## config.mk

```make
export PLATFORM = sky130hd
export DESIGN_NAME = patbuf_access_arbiter
export DESIGN_NICKNAME = d
export VERILOG_FILES = /design/src/rtl/pat_buf_pkg.sv /design/src/rtl/pb_rd_tag_pipe.sv /design/src/rtl/patbuf_access_arbiter.sv
export SDC_FILE = /design/constraint.sdc
export NUM_CORES = 1
export LEC_CHECK = 0
export ABC_AREA = 0
export BUFFER_PORTS_ARGS = -buffer_cell sky130_fd_sc_hd__buf_2
export CAP_MARGIN = 25
export CELL_PAD_IN_SITES_DETAIL_PLACEMENT = 0
export CELL_PAD_IN_SITES_GLOBAL_PLACEMENT = 1
export CORE_ASPECT_RATIO = 0.75
export CORE_MARGIN = 2
export CORE_UTILIZATION = 25
export CTS_CLUSTER_SIZE = 20
export DETAILED_ROUTE_END_ITERATION = 6
export PLACE_DENSITY_LB_ADDON = 0.05
export REMOVE_ABC_BUFFERS = 1
export SETUP_SLACK_MARGIN = 0.05
export SLEW_MARGIN = 30
export SYNTH_ARGS = -nofsm -noshare
export SYNTH_HDL_FRONTEND = slang
export SYNTH_SLANG_ARGS = --single-unit
export TNS_END_PERCENT = 30
```

## constraint.sdc

```tcl
create_clock -name clk -period 2.7 [get_ports clk]
set_input_delay 0.27 -clock clk [delete_from_list [all_inputs] [get_ports clk]]
set_output_delay 0.27 -clock clk [all_outputs]
set_load 0.005 [all_outputs]
```

## src/rtl/pat_buf_pkg.sv

```systemverilog
// Shared widths, field offsets and read-tag types for the pattern-buffer access path.
package pat_buf_pkg;

  localparam int NUM_FIELDS  = 22;
  localparam int BUF_IDX_W   = 3;
  localparam int FIELD_IDX_W = 5;
  localparam int BYTE_W      = 8;

  typedef enum logic [FIELD_IDX_W-1:0] {
    PDRIVE  = 5'd0,  NDRIVE  = 5'd1,  PODT    = 5'd2,  NODT    = 5'd3,
    PSLEW   = 5'd4,  NSLEW   = 5'd5,
    PTWEAK0 = 5'd6,  PTWEAK1 = 5'd7,  PTWEAK2 = 5'd8,  PTWEAK3 = 5'd9,
    PTWEAK4 = 5'd10, PTWEAK5 = 5'd11, PTWEAK6 = 5'd12, PTWEAK7 = 5'd13,
    NTWEAK0 = 5'd14, NTWEAK1 = 5'd15, NTWEAK2 = 5'd16, NTWEAK3 = 5'd17,
    NTWEAK4 = 5'd18, NTWEAK5 = 5'd19, NTWEAK6 = 5'd20, NTWEAK7 = 5'd21
  } field_e;

  typedef enum logic { OWN_A = 1'b0, OWN_B = 1'b1 } owner_e;

  typedef struct packed {
    logic   valid;
    owner_e owner;
    logic   err;
  } rd_tag_t;

  localparam int TAG_W = $bits(rd_tag_t);

  function automatic logic field_ok(input logic [FIELD_IDX_W-1:0] field);
    return 32'(field) < NUM_FIELDS;
  endfunction

endpackage

```

## src/rtl/pb_rd_tag_pipe.sv

```systemverilog
// Delay line that carries a read's {valid, owner, err} tag alongside the buffer read latency.
module pb_rd_tag_pipe
  import pat_buf_pkg::*;
#(
  parameter int DEPTH = 2
) (
  input  logic             clk,
  input  logic             reset,
  input  logic [TAG_W-1:0] tag_in,
  output logic [TAG_W-1:0] tag_out
);

  logic [TAG_W-1:0] stage [DEPTH];

  // NOTE: the tag pipe is cleared on reset so an aborted read can never surface as rvalid later.
  always_ff @(posedge clk or posedge reset) begin
    if (reset) begin
      for (int i = 0; i < DEPTH; i++) stage[i] <= '0;
    end else begin
      stage[0] <= tag_in;
      for (int i = 1; i < DEPTH; i++) stage[i] <= stage[i-1];
    end
  end

  assign tag_out = stage[DEPTH-1];

endmodule

```

## src/rtl/patbuf_access_arbiter.sv

```systemverilog
// Shares the pattern-buffer field port between the pat core (A, priority) and host loader (B),
// never moving bufp and the field pointer in the same cycle, and routing read data back to its owner.
module patbuf_access_arbiter
  import pat_buf_pkg::*;
#(
  parameter int READ_LAT    = 2,
  parameter int A_BURST_MAX = 4
) (
  input  logic                   clk,
  input  logic                   reset,
  input  logic                   a_req,
  input  logic                   a_we,
  input  logic [BUF_IDX_W-1:0]   a_buf,
  input  logic [FIELD_IDX_W-1:0] a_field,
  input  logic [BYTE_W-1:0]      a_wdata,
  output logic                   a_gnt,
  output logic                   a_rvalid,
  output logic [BYTE_W-1:0]      a_rdata,
  output logic                   a_err,
  input  logic                   b_req,
  input  logic                   b_we,
  input  logic [BUF_IDX_W-1:0]   b_buf,
  input  logic [FIELD_IDX_W-1:0] b_field,
  input  logic [BYTE_W-1:0]      b_wdata,
  output logic                   b_gnt,
  output logic                   b_rvalid,
  output logic [BYTE_W-1:0]      b_rdata,
  output logic                   b_err,
  output logic [BUF_IDX_W-1:0]   bufp_out,
  output logic [FIELD_IDX_W-1:0] fieldp_out,
  output logic [FIELD_IDX_W-1:0] fieldwp_out,
  output logic [BYTE_W-1:0]      field_out,
  output logic                   field_write_out,
  input  logic [BYTE_W-1:0]      field_byte_in
);

  localparam int STREAK_W = $clog2(A_BURST_MAX + 1);
  localparam logic [STREAK_W-1:0] STREAK_MAX = STREAK_W'(A_BURST_MAX);

  typedef enum logic { IDLE = 1'b0, ALIGN = 1'b1 } state_e;

  state_e                 state, state_next;
  logic [STREAK_W-1:0]    streak;
  logic                   a_win, granted, need_align, do_issue;
  logic                   sel_we, sel_ok, iss_we, pend_we;
  owner_e                 sel_owner, iss_owner, pend_owner;
  logic [BUF_IDX_W-1:0]   sel_buf;
  logic [FIELD_IDX_W-1:0] sel_field, iss_field, pend_field;
  logic [BYTE_W-1:0]      sel_wdata, iss_wdata, pend_wdata;
  rd_tag_t                iss_tag, ret_tag;

  // NOTE: every signal written here gets a default first, so no path can infer a latch.
  always_comb begin
    a_win      = a_req && !(b_req && streak == STREAK_MAX);
    sel_owner  = a_win ? OWN_A : OWN_B;
    sel_we     = a_win ? a_we : b_we;
    sel_buf    = a_win ? a_buf : b_buf;
    sel_field  = a_win ? a_field : b_field;
    sel_wdata  = a_win ? a_wdata : b_wdata;
    sel_ok     = field_ok(sel_field);
    need_align = sel_ok && (sel_buf != bufp_out) &&
                 (sel_field != (sel_we ? fieldwp_out : fieldp_out));

    a_gnt      = 1'b0;
    b_gnt      = 1'b0;
    state_next = state;
    if (state == IDLE && !reset) begin
      a_gnt = a_win;
      b_gnt = b_req && !a_win;
    end
    granted = a_gnt || b_gnt;

    if (granted && need_align) state_next = ALIGN;
    else if (state == ALIGN)   state_next = IDLE;

    // The pointer moves either right after an aligned-free grant or out of the ALIGN cycle.
    do_issue  = (granted && sel_ok && !need_align) || (state == ALIGN);
    iss_we    = (state == ALIGN) ? pend_we    : sel_we;
    iss_owner = (state == ALIGN) ? pend_owner : sel_owner;
    iss_field = (state == ALIGN) ? pend_field : sel_field;
    iss_wdata = (state == ALIGN) ? pend_wdata : sel_wdata;
  end

  // NOTE: sequential state uses non-blocking assignments so every flop samples pre-edge values.
  always_ff @(posedge clk or posedge reset) begin
    if (reset) begin
      state           <= IDLE;
      streak          <= '0;
      bufp_out        <= '0;
      fieldp_out      <= '0;
      fieldwp_out     <= '0;
      field_out       <= '0;
      field_write_out <= 1'b0;
      a_err           <= 1'b0;
      b_err           <= 1'b0;
      iss_tag         <= '0;
      pend_we         <= 1'b0;
      pend_owner      <= OWN_A;
      pend_field      <= '0;
      pend_wdata      <= '0;
    end else begin
      state           <= state_next;
      field_write_out <= 1'b0;
      a_err           <= 1'b0;
      b_err           <= 1'b0;
      iss_tag         <= '0;

      if (!b_req || b_gnt)                  streak <= '0;
      else if (a_gnt && streak != STREAK_MAX) streak <= streak + 1'b1;

      if (granted && sel_ok) bufp_out <= sel_buf;

      if (granted && need_align) begin
        pend_we    <= sel_we;
        pend_owner <= sel_owner;
        pend_field <= sel_field;
        pend_wdata <= sel_wdata;
      end

      if (granted && !sel_ok) begin
        a_err   <= (sel_owner == OWN_A);
        b_err   <= (sel_owner == OWN_B);
        iss_tag <= '{valid: !sel_we, owner: sel_owner, err: 1'b1};
      end

      if (do_issue) begin
        if (iss_we) begin
          fieldwp_out     <= iss_field;
          field_out       <= iss_wdata;
          field_write_out <= 1'b1;
        end else begin
          fieldp_out <= iss_field;
          iss_tag    <= '{valid: 1'b1, owner: iss_owner, err: 1'b0};
        end
      end
    end
  end

  pb_rd_tag_pipe #(.DEPTH(READ_LAT)) u_tag_pipe (
    .clk     (clk),
    .reset   (reset),
    .tag_in  (iss_tag),
    .tag_out (ret_tag)
  );

  always_ff @(posedge clk or posedge reset) begin
    if (reset) begin
      a_rvalid <= 1'b0;
      b_rvalid <= 1'b0;
      a_rdata  <= '0;
      b_rdata  <= '0;
    end else begin
      a_rvalid <= ret_tag.valid && (ret_tag.owner == OWN_A);
      b_rvalid <= ret_tag.valid && (ret_tag.owner == OWN_B);
      a_rdata  <= (ret_tag.valid && ret_tag.owner == OWN_A && !ret_tag.err) ? field_byte_in : '0;
      b_rdata  <= (ret_tag.valid && ret_tag.owner == OWN_B && !ret_tag.err) ? field_byte_in : '0;
    end
  end

endmodule

```

==> results of run 1 <==
## worst min-delay path, cell delays in order
cell   delay (ns)
buf_2        0.11
inv_2        0.05
buf_4        0.37
## report_power, final
part / switching (mW) / internal, mW / total, mW
clock: 0.480 / 0.822 / 1.30
sequential: 0.189 / 1.37 / 1.56
combinational: 0.515 / 0.769 / 1.28
## final timing paths
| path | endpoint | slack, ns | start | cells past startpoint |
|---|---|---|---|---|
| max | pend_wdata[1] | -0.07 | streak[1] | 12 |
| min | streak[1] | 0.04 | reset | 3 |
| max reg2reg | pend_wdata[1] | -0.07 | streak[1] | 12 |
| min reg2reg | u_tag_pipe.tag_out[0] | 0.35 | u_tag_pipe.stage[3] | 0 |
| max in group asynchronous | pend_field[2] | 2.28 | reset | 3 |
| min in group clk | b_rdata[6] | 0.15 | field_byte_in[6] | 2 |
## flip-flops by register name, summed over array words and instances (netlist names), 3 cells and up
register	flops
fieldp_out	5
fieldwp_out	5
field_out	8
bufp_out	3
b_rdata	8
a_rdata	8
pend_wdata	8
u_tag_pipe.tag_out	3
u_tag_pipe.stage	3
streak	3
iss_tag	3
pend_field	5
## layer usage
layer  share of wire, %  wire [um]
met4               0.99         82
met1                 50       4150
met5                  0          0
met2                 44       3620
met3                5.2        429
## repair_timing
action | in CTS | in global routing
hold buffers | 0 | 0
setup endpoints to repair | 32 | 35
pin swaps | 7 | 5
gates resized for setup | 20 | 4
buffers inserted | 5 | 4
gates cloned | 1 | 0
## cell usage in the layout, fill, tap and decap left out, drive strengths merged, types with 2 or more instances in the layout
cell type  count
nand2         33
buf          130
nand2b         4
bufinv         2
xor2           8
nand3          4
o21ai          4
ha             2
clkbuf         9
clkinv         2
mux2i          5
inv            9
a21oi          7
nor2b          5
dfrtp         70
nor3           6
nand4          5
nor2           6
mux2          53
and2          18
o211ai         5
## final cells by class
class                           instances  area (um2)  area share, %
Timing Repair Buffer                  130         813           17.6
Clock inverter                          7         104           2.24
Multi-Input combinational cell        179        1500           32.4
Tap cell                              171         214           4.62
Inverter                                6        22.5          0.486
Clock buffer                            9         225           4.86
Sequential cell                        70        1750           37.8
## through the flow
step                      instance area (um2)  hold WS (ns)  util, %  total power [mW]
final                                    4630        0.0447     36.1              4.14
after global routing                     4630        0.0863     36.1              4.42
after CTS                                4570        0.0554     35.6              4.19
after detailed placement                 4110         0.335     32.0              2.72
after global placement                   4110         0.334     32.0              2.72
after floorplan                          3190         0.331        -              2.20
## cell families (layout without fill, tap and decap cells)
kind of cell | Yosys count | count (layout) | share of synthesized area [%]
simple gates | 88 | 88 | 14.2
flops | 70 | 70 | 54.0
mux | 58 | 58 | 20.9
compound gates | 23 | 23 | 5.63
buf+inv | 16 | 152 | 2.43
xor+xnor | 8 | 8 | 2.16
fa+ha+maj | 2 | 2 | 0.771
==> impl_metrics.yaml, run 1 <==
setup_path:
  slowest_stage: "o211ai_4"
  crit_family: "compound AO/OA/AOI/OAI gates"
  path_class: "flip-flop to flip-flop"
  crit_fanout: 6
  cp.arrival_ns: 2.98
  required_ns: 2.91
  critPathBufInv: 5
  worst_setup_path_start_kind: "flip-flop"
  crit_chain: "inv_1 -> ha_2 -> and3_4 -> o211ai_4 -> buf_6 -> mux2i_4 -> xor2_2 -> buf_4 -> a211oi_4 -> buf_6 -> buf_12 -> mux2_4"
  critPathMostFrequentCell: "buf_6"
  critPathCaptureType: "flip-flop"
  cp_slowest_stage_delay_ns: 0.37
place:
  hpwlAfterDp_um: 5820
  dp_cells: 546
  io_buffer_count: 89
  dp_slack_ns: -0.200
  place_congestion: 0.745
route:
  wl_um: 8290
  drc: 0
  routedWlPerCell_um: 14.5
  drt_first_pass_iters: 4
  vias_per_cell: 4.14
  drtIter0Drc: 46
  ant_nets: 0
  via_count: 2369
pwr:
  leakage_nw: 2.30
  p_per_area_nw_per_um2: 895
  irDropWorstVdd_uv: 375
logic_synthesis:
  syn_area_um2: 3250
  synth_seq_area_share_pct: 54.0
  postSynthAreaPerCell_um2: 12.2
  yosys-top-cells-count: "dfrtp_1, mux2_2, nand2_1"
  synth-main-ff-cell: "dfrtp_1"
  synth_edf_count: 0
  synth_top_area_share_pct: 54.0
  ys_ff_latch: 70
  synth_area_leaders: "dfrtp_1, mux2_2, nand2_1"
  async_flop_share_pct: 100
  yosysWarningCount: 0
  synth_cell_types: 39
  syn_inst: 265
  yosysTopAreaCell: "dfrtp_1"
  synth_most_common_cell: "dfrtp_1"
clocking:
  cts_tree: "done"
  root_buffer: "clkbuf_16"
  numCtsBuffers: 9
  cts.sinks: 70
  clock_latency_ns: 0.33
  cts_buffer_depth: 2
  clkSlewWorstSetupHoldPaths_ns: 0.06
  cts-htree-levels: 3
final_layout:
  diodes: 0
  layout.cells.non_filler: 572
  fin_nets: 444
  areaGrowthSynthToFinish_pct: 42.7
  n_fill_cell: 1309
  drive_gt1_share_pct: 53.4
floorplan:
  fp.dieW_um: 136
  ioPinCount: 90
  core_area_um2: 12800
  die_area_um2: 13900
  start_util_pct: 25.3
  die_y_um: 103
  rows: 36
sta:
  grt_setup_unrepaired: "true"
  maxClockFrequency_mhz: 361
  period_minus_slack_ns: 2.77
  finalSetupTns_ns: -0.828
  hold_violations: 0
  period_share_pct: 103
  worst_slack_ns: -0.0702
  max_slew.worst_pin.slew_ns: 0.491
  maxSlewViolCount: 0
  final-setup-viol-count: 14
  finClkSkew_ns: 0.00729
  relSlewSlack_pct: 67.3
grt:
  use_met3_pct: 4.03
  grt_overflow: 0
  grt_pass1_vias: 2369
  grt_pass1_wl_um: 13100
  grt_usage_pct: 12.7
  use_met2_pct: 18.6
  grt_max_degree: 37
  antenna_found_initial: 0
  top_usage_layer: "met2"
  grtUsageMet1_pct: 17.9
worst_hold_path:
  hold_path.class: "input port to asynchronous set/reset pin"
run_status:
  outcome: "finished with violations"
  violations: "setup timing"
run:
  drv_cap: 0
(Power assumes the default switching activity.)
==> run 2, diff against run 1 <==
- clock period: 2.7 -> 3.6 ns (I/O delays scaled with it)
==> run 2 against run 1 <==
Effect of this change:
- the run now ends clean
- clock-buffer cell count up 2
- largest power group unchanged
- die area did not move
- combinational power fell by 38%
- global-route usage down 0.15 points
- utilization down 2.8 points
- worst setup slack better by 0.42 ns
==> impl_metrics.yaml, run 2 (synthesis gave the netlist of run 1 again) <==
grt:
  grt_pass1_vias: 2395
  grt_usage_pct: 12.6
  grt_pass1_wl_um: 13000
  grt_max_degree: 55
  grt_overflow: 0
  antenna_found_initial: 0
setup_path:
  critPathCaptureType: "flip-flop"
  crit_fanout: 17
  path_class: "flip-flop to flip-flop"
  reg2regPathDepth: 10
  required_ns: 3.81
  r2r_start: "streak[0]"
  cp.arrival_ns: 3.46
  worst_setup_path_start_kind: "flip-flop"
  startpoint: "streak[0]"
floorplan:
  fp.dieW_um: 136
  ioPinCount: 90
  die_y_um: 103
  rows: 36
  start_util_pct: 25.3
  core_area_um2: 12800
  die_area_um2: 13900
route:
  via_count: 2263
  drtIter0Drc: 44
  wl_um: 8040
  drc: 0
  routedWlPerCell_um: 14.9
  vias_per_cell: 4.20
  drt_first_pass_iters: 4
  ant_nets: 0
clocking:
  postCtsHoldBufs: 0
  cts.sinks: 70
  post_cts_buffers: 0
  numCtsBuffers: 9
  clock_latency_ns: 0.33
  cts-htree-levels: 3
  clkSlewWorstSetupHoldPaths_ns: 0.06
  cts_tree: "done"
  root_buffer: "clkbuf_16"
  cts_buffer_depth: 2
final_layout:
  areaGrowthSynthToFinish_pct: 31.6
  drive_gt1_share_pct: 47.3
  final_cell_mix: "buf_2, dfrtp_1, mux2_2, nand2_1, and2_1"
  diodes: 0
  regArea_um2: 1750
  n_fill_cell: 1323
  final_common_cell: "buf_2"
  fin_nets: 411
  multiInputGateArea_um2: 1430
sta:
  finClkSkew_ns: 0.00520
  maxClockFrequency_mhz: 307
  period_minus_slack_ns: 3.25
  max_slew.worst_pin.slew_ns: 0.710
  relSlewSlack_pct: 52.7
  final-setup-viol-count: 0
  maxSlewViolCount: 0
  worst_slack_ns: 0.345
  hold_violations: 0
  period_share_pct: 90.4
  grt_setup_unrepaired: "false"
  finalSetupTns_ns: 0
place:
  hpwlAfterDp_um: 5830
  place_congestion: 0.718
  io_buffer_count: 89
  dp_slack_ns: 0.315
pwr:
  p_per_area_nw_per_um2: 701
  irDropWorstVdd_uv: 283
  leakage_nw: 2.10
run_status:
  outcome: "complete, no violations"
worst_hold_path:
  hold_path.class: "input port to asynchronous set/reset pin"
run:
  drv_cap: 0
[run 2: changes by cell type in the layout (fill, tap and decap cells not counted), moves of 3 or more]
cell / delta
buf_6: -4
mux2_2: +9
inv_6: -3
mux2i_1: +3
mux2_4: -9
buf_4: -26
[run 2: final timing paths]
path	slack [ns]	to
max	0.35	pend_we
max in group asynchronous	2.53	field_out[6]
min reg2reg	0.34	u_tag_pipe.tag_out[2]
min	0.03	fieldwp_out[4]
min in group clk	0.25	a_rdata[6]
max reg2reg	0.35	pend_we
[run 2: repair_timing]
action,CTS,global route
endpoints found under the hold margin,0,0
gates resized for setup,0,1
setup endpoints to repair,0,5
[run 2: where the power goes]
group	leakage [nW]	internal, mW	switching [mW]
Combinational	1.03	0.447	0.347
Clock	0.166	0.697	0.341
Sequential	0.899	1.03	0.134
[run 2: cell type report]
class                           instances  area share [%]
Sequential cell                        70            41.0
Multi-Input combinational cell        179            33.4
Inverter                                6           0.527
Clock inverter                          5            2.49
Timing Repair Buffer                   97            11.8
Clock buffer                           11            5.68
Tap cell                              171            5.01
[run 2: metal layers]
metal / track usage [%] / routed length [um]
met3: 4.13 / 399
met5: 0 / 0
met2: 19.2 / 3540
met1: 17.1 / 4040
met4: 3.61 / 59
[run 2: stage by stage]
| step | total power, mW | utilization, % | hold slack (ns) | instances | cell area [um2] |
|---|---|---|---|---|---|
| 3_3_place_gp | 1.98 | 30.4 | 0.333 | 523 | 3910 |
| 2_1_floorplan | 1.65 | - | 0.331 | 255 | 3190 |
| 3_5_place_dp | 1.98 | 30.4 | 0.336 | 523 | 3910 |
| 6_report | 2.99 | 33.3 | 0.0287 | 539 | 4270 |
| 4_1_cts | 3.04 | 33.2 | 0.0381 | 539 | 4260 |
| 5_1_grt | 3.20 | 33.3 | 0.0596 | 539 | 4270 |
[run 2: worst max-delay path, cell delays in order (launching register included)]
cell      delay, ns
dfrtp_1        0.39
inv_1          0.06
ha_1           0.27
and3_1         0.33
nor2_4         0.41
mux2_2         0.42
xor2_1         0.18
and4_4         0.23
a211oi_4       0.22
buf_4          0.28
mux2_2         0.36
==> run 3, diff against run 2 <==
- CORE_UTILIZATION: 25 -> 43
==> run 3 against run 2 <==
Effect of this change:
- routed wire length down 16%
- fmax increased by 0.80%
- global-route usage up 4.9 points
- critical path depth unchanged
- utilization is 21 points higher
- critical path type unchanged
- critical endpoint is now pend_wdata[0]
- highest routed layer unchanged
==> impl_metrics.yaml, run 3 (synthesis gave the netlist of run 1 again) <==
run_status:
  outcome: "complete, no violations"
clocking:
  cts_resized: 0
  cts-htree-levels: 3
  postCtsHoldBufs: 0
  cts_buffer_depth: 2
  cts.sinks: 70
  cts_tree: "done"
  post_cts_buffers: 0
  root_buffer: "clkbuf_8"
  numCtsBuffers: 9
  clock_latency_ns: 0.34
  clkSlewWorstSetupHoldPaths_ns: 0.08
run:
  drv_cap: 0
setup_path:
  slowest_stage: "mux2_2"
  cp.arrival_ns: 3.45
  worst_setup_path_start_kind: "flip-flop"
  required_ns: 3.82
  cp_slowest_stage_delay_ns: 0.41
  crit_fanout: 15
  critPathMostFrequentCell: "mux2_2"
  crit_chain: "inv_1 -> ha_1 -> and3_1 -> nor2_4 -> mux2_2 -> xor2_1 -> and4_4 -> a211oi_4 -> buf_4 -> mux2_2"
  path_class: "flip-flop to flip-flop"
  critPathCaptureType: "flip-flop"
sta:
  finClkSkew_ns: 0.00925
  final-setup-viol-count: 0
  period_share_pct: 89.7
  maxClockFrequency_mhz: 310
  max_slew.worst_pin.slew_ns: 0.761
  grt_setup_unrepaired: "false"
  finalSetupTns_ns: 0
  relSlewSlack_pct: 49.2
  period_minus_slack_ns: 3.23
  maxSlewViolCount: 0
  hold_violations: 0
grt:
  grt_pass1_vias: 2209
  grt_overflow: 0
  antenna_found_initial: 0
  grt_usage_pct: 17.5
  grt_max_degree: 45
  grt_pass1_wl_um: 11100
pwr:
  p_switching_uw: 788
  p_sw_share_pct: 31.3
  comb_power_share_pct: 30.7
  p_per_area_nw_per_um2: 629
  irDropWorstVdd_uv: 274
  p_seq_share_pct: 45.7
  clockPowerShare_pct: 23.6
  power_mw: 2.52
  leakage_nw: 2.01
  internal-power_mw: 1.73
place:
  placement.cell_area_um2: 3810
  place_congestion: 0.817
  io_buffer_count: 89
  hpwlAfterDp_um: 4810
  dp_cells: 452
route:
  drc: 0
  via_count: 2250
  vias_per_cell: 4.81
  ant_nets: 0
  routedWlPerCell_um: 14.4
  wl_um: 6730
  drtIter0Drc: 68
  drt_first_pass_iters: 4
floorplan:
  die_y_um: 79.2
  rows: 27
  fp.dieW_um: 104
  core_area_um2: 7330
  ioPinCount: 90
  die_area_um2: 8270
  start_util_pct: 44.3
final_layout:
  final_common_cell: "buf_2"
  drive_gt1_share_pct: 46.9
  final_cell_mix: "buf_2, dfrtp_1, mux2_2, nand2_1, and2_1"
  areaGrowthSynthToFinish_pct: 23.3
  finalInstanceArea_um2: 4000
  layout.cells.non_filler: 468
  fin_nets: 410
  diodes: 0
worst_hold_path:
  hold_path.class: "input port to asynchronous set/reset pin"
[run 3: metrics by stage]
| step | hold WS [ns] | utilization, % | worst slack [ns] |
|---|---|---|---|
| finish | 0.138 | 54.6 | 0.371 |
| global route | 0.212 | 54.6 | 0.128 |
| CTS | 0.211 | 54.6 | 0.351 |
| detailed placement | 0.335 | 52.0 | 0.356 |
| global placement | 0.335 | 52.0 | 0.449 |
| floorplan | 0.331 | - | 0.423 |
[run 3: layout make-up]
| cell class | instances | area [um2] |
|---|---|---|
| Tap cell | 101 | 126 |
| Sequential cell | 70 | 1750 |
| Timing Repair Buffer | 96 | 498 |
| Clock inverter | 7 | 63.8 |
| Clock buffer | 9 | 124 |
| Inverter | 6 | 23.8 |
| Fill cell | 645 | 3330 |
| Multi-Input combinational cell | 179 | 1420 |
[run 3: per-layer routing]
| layer | wire length, um | up-vias | track usage (%) | part of all wire [%] |
|---|---|---|---|---|
| met4 | 55 | 0 | 5.68 | 0.82 |
| met5 | 0 | - | 0 | 0 |
| li1 | - | 1114 | - | - |
| met3 | 407 | 5 | 5.58 | 6.0 |
| met2 | 2860 | 63 | 25.1 | 42 |
| met1 | 3410 | 1068 | 25.1 | 51 |
[run 3: power groups by stage]
stage | combinational [mW] | sequential [mW] | clock, mW
finish | 0.772 | 1.15 | 0.595
detailed placement | 0.784 | 1.16 | 0
global route | 0.852 | 1.18 | 0.655
global placement | 0.773 | 1.16 | 0
CTS | 0.787 | 1.15 | 0.619
floorplan | 0.486 | 1.17 | 0
[run 3: path summary, 6_finish.rpt]
check | slack (ns) | depth (start not counted) | endpoint | start
worst max-delay path | 0.37 | 10 | pend_wdata[0] | streak[0]
worst min-delay path | 0.14 | 2 | a_err | reset
worst max register to register | 0.37 | 10 | pend_wdata[0] | streak[0]
worst min register to register | 0.35 | 0 | u_tag_pipe.tag_out[1] | u_tag_pipe.stage[4]
max in group asynchronous | 2.65 | 3 | u_tag_pipe.stage[5] | reset
min in group clk | 0.23 | 2 | a_rdata[4] | field_byte_in[4]
[run 3: worst max-delay path: cells and delay by family (launching register included)]
family          cells  cell delay [ns]
flops               1             0.39
xor+xnor            1             0.18
buf+inv             2             0.37
simple gates        3             0.90
fa+ha+maj           1             0.27
compound gates      1             0.21
mux                 2             0.78
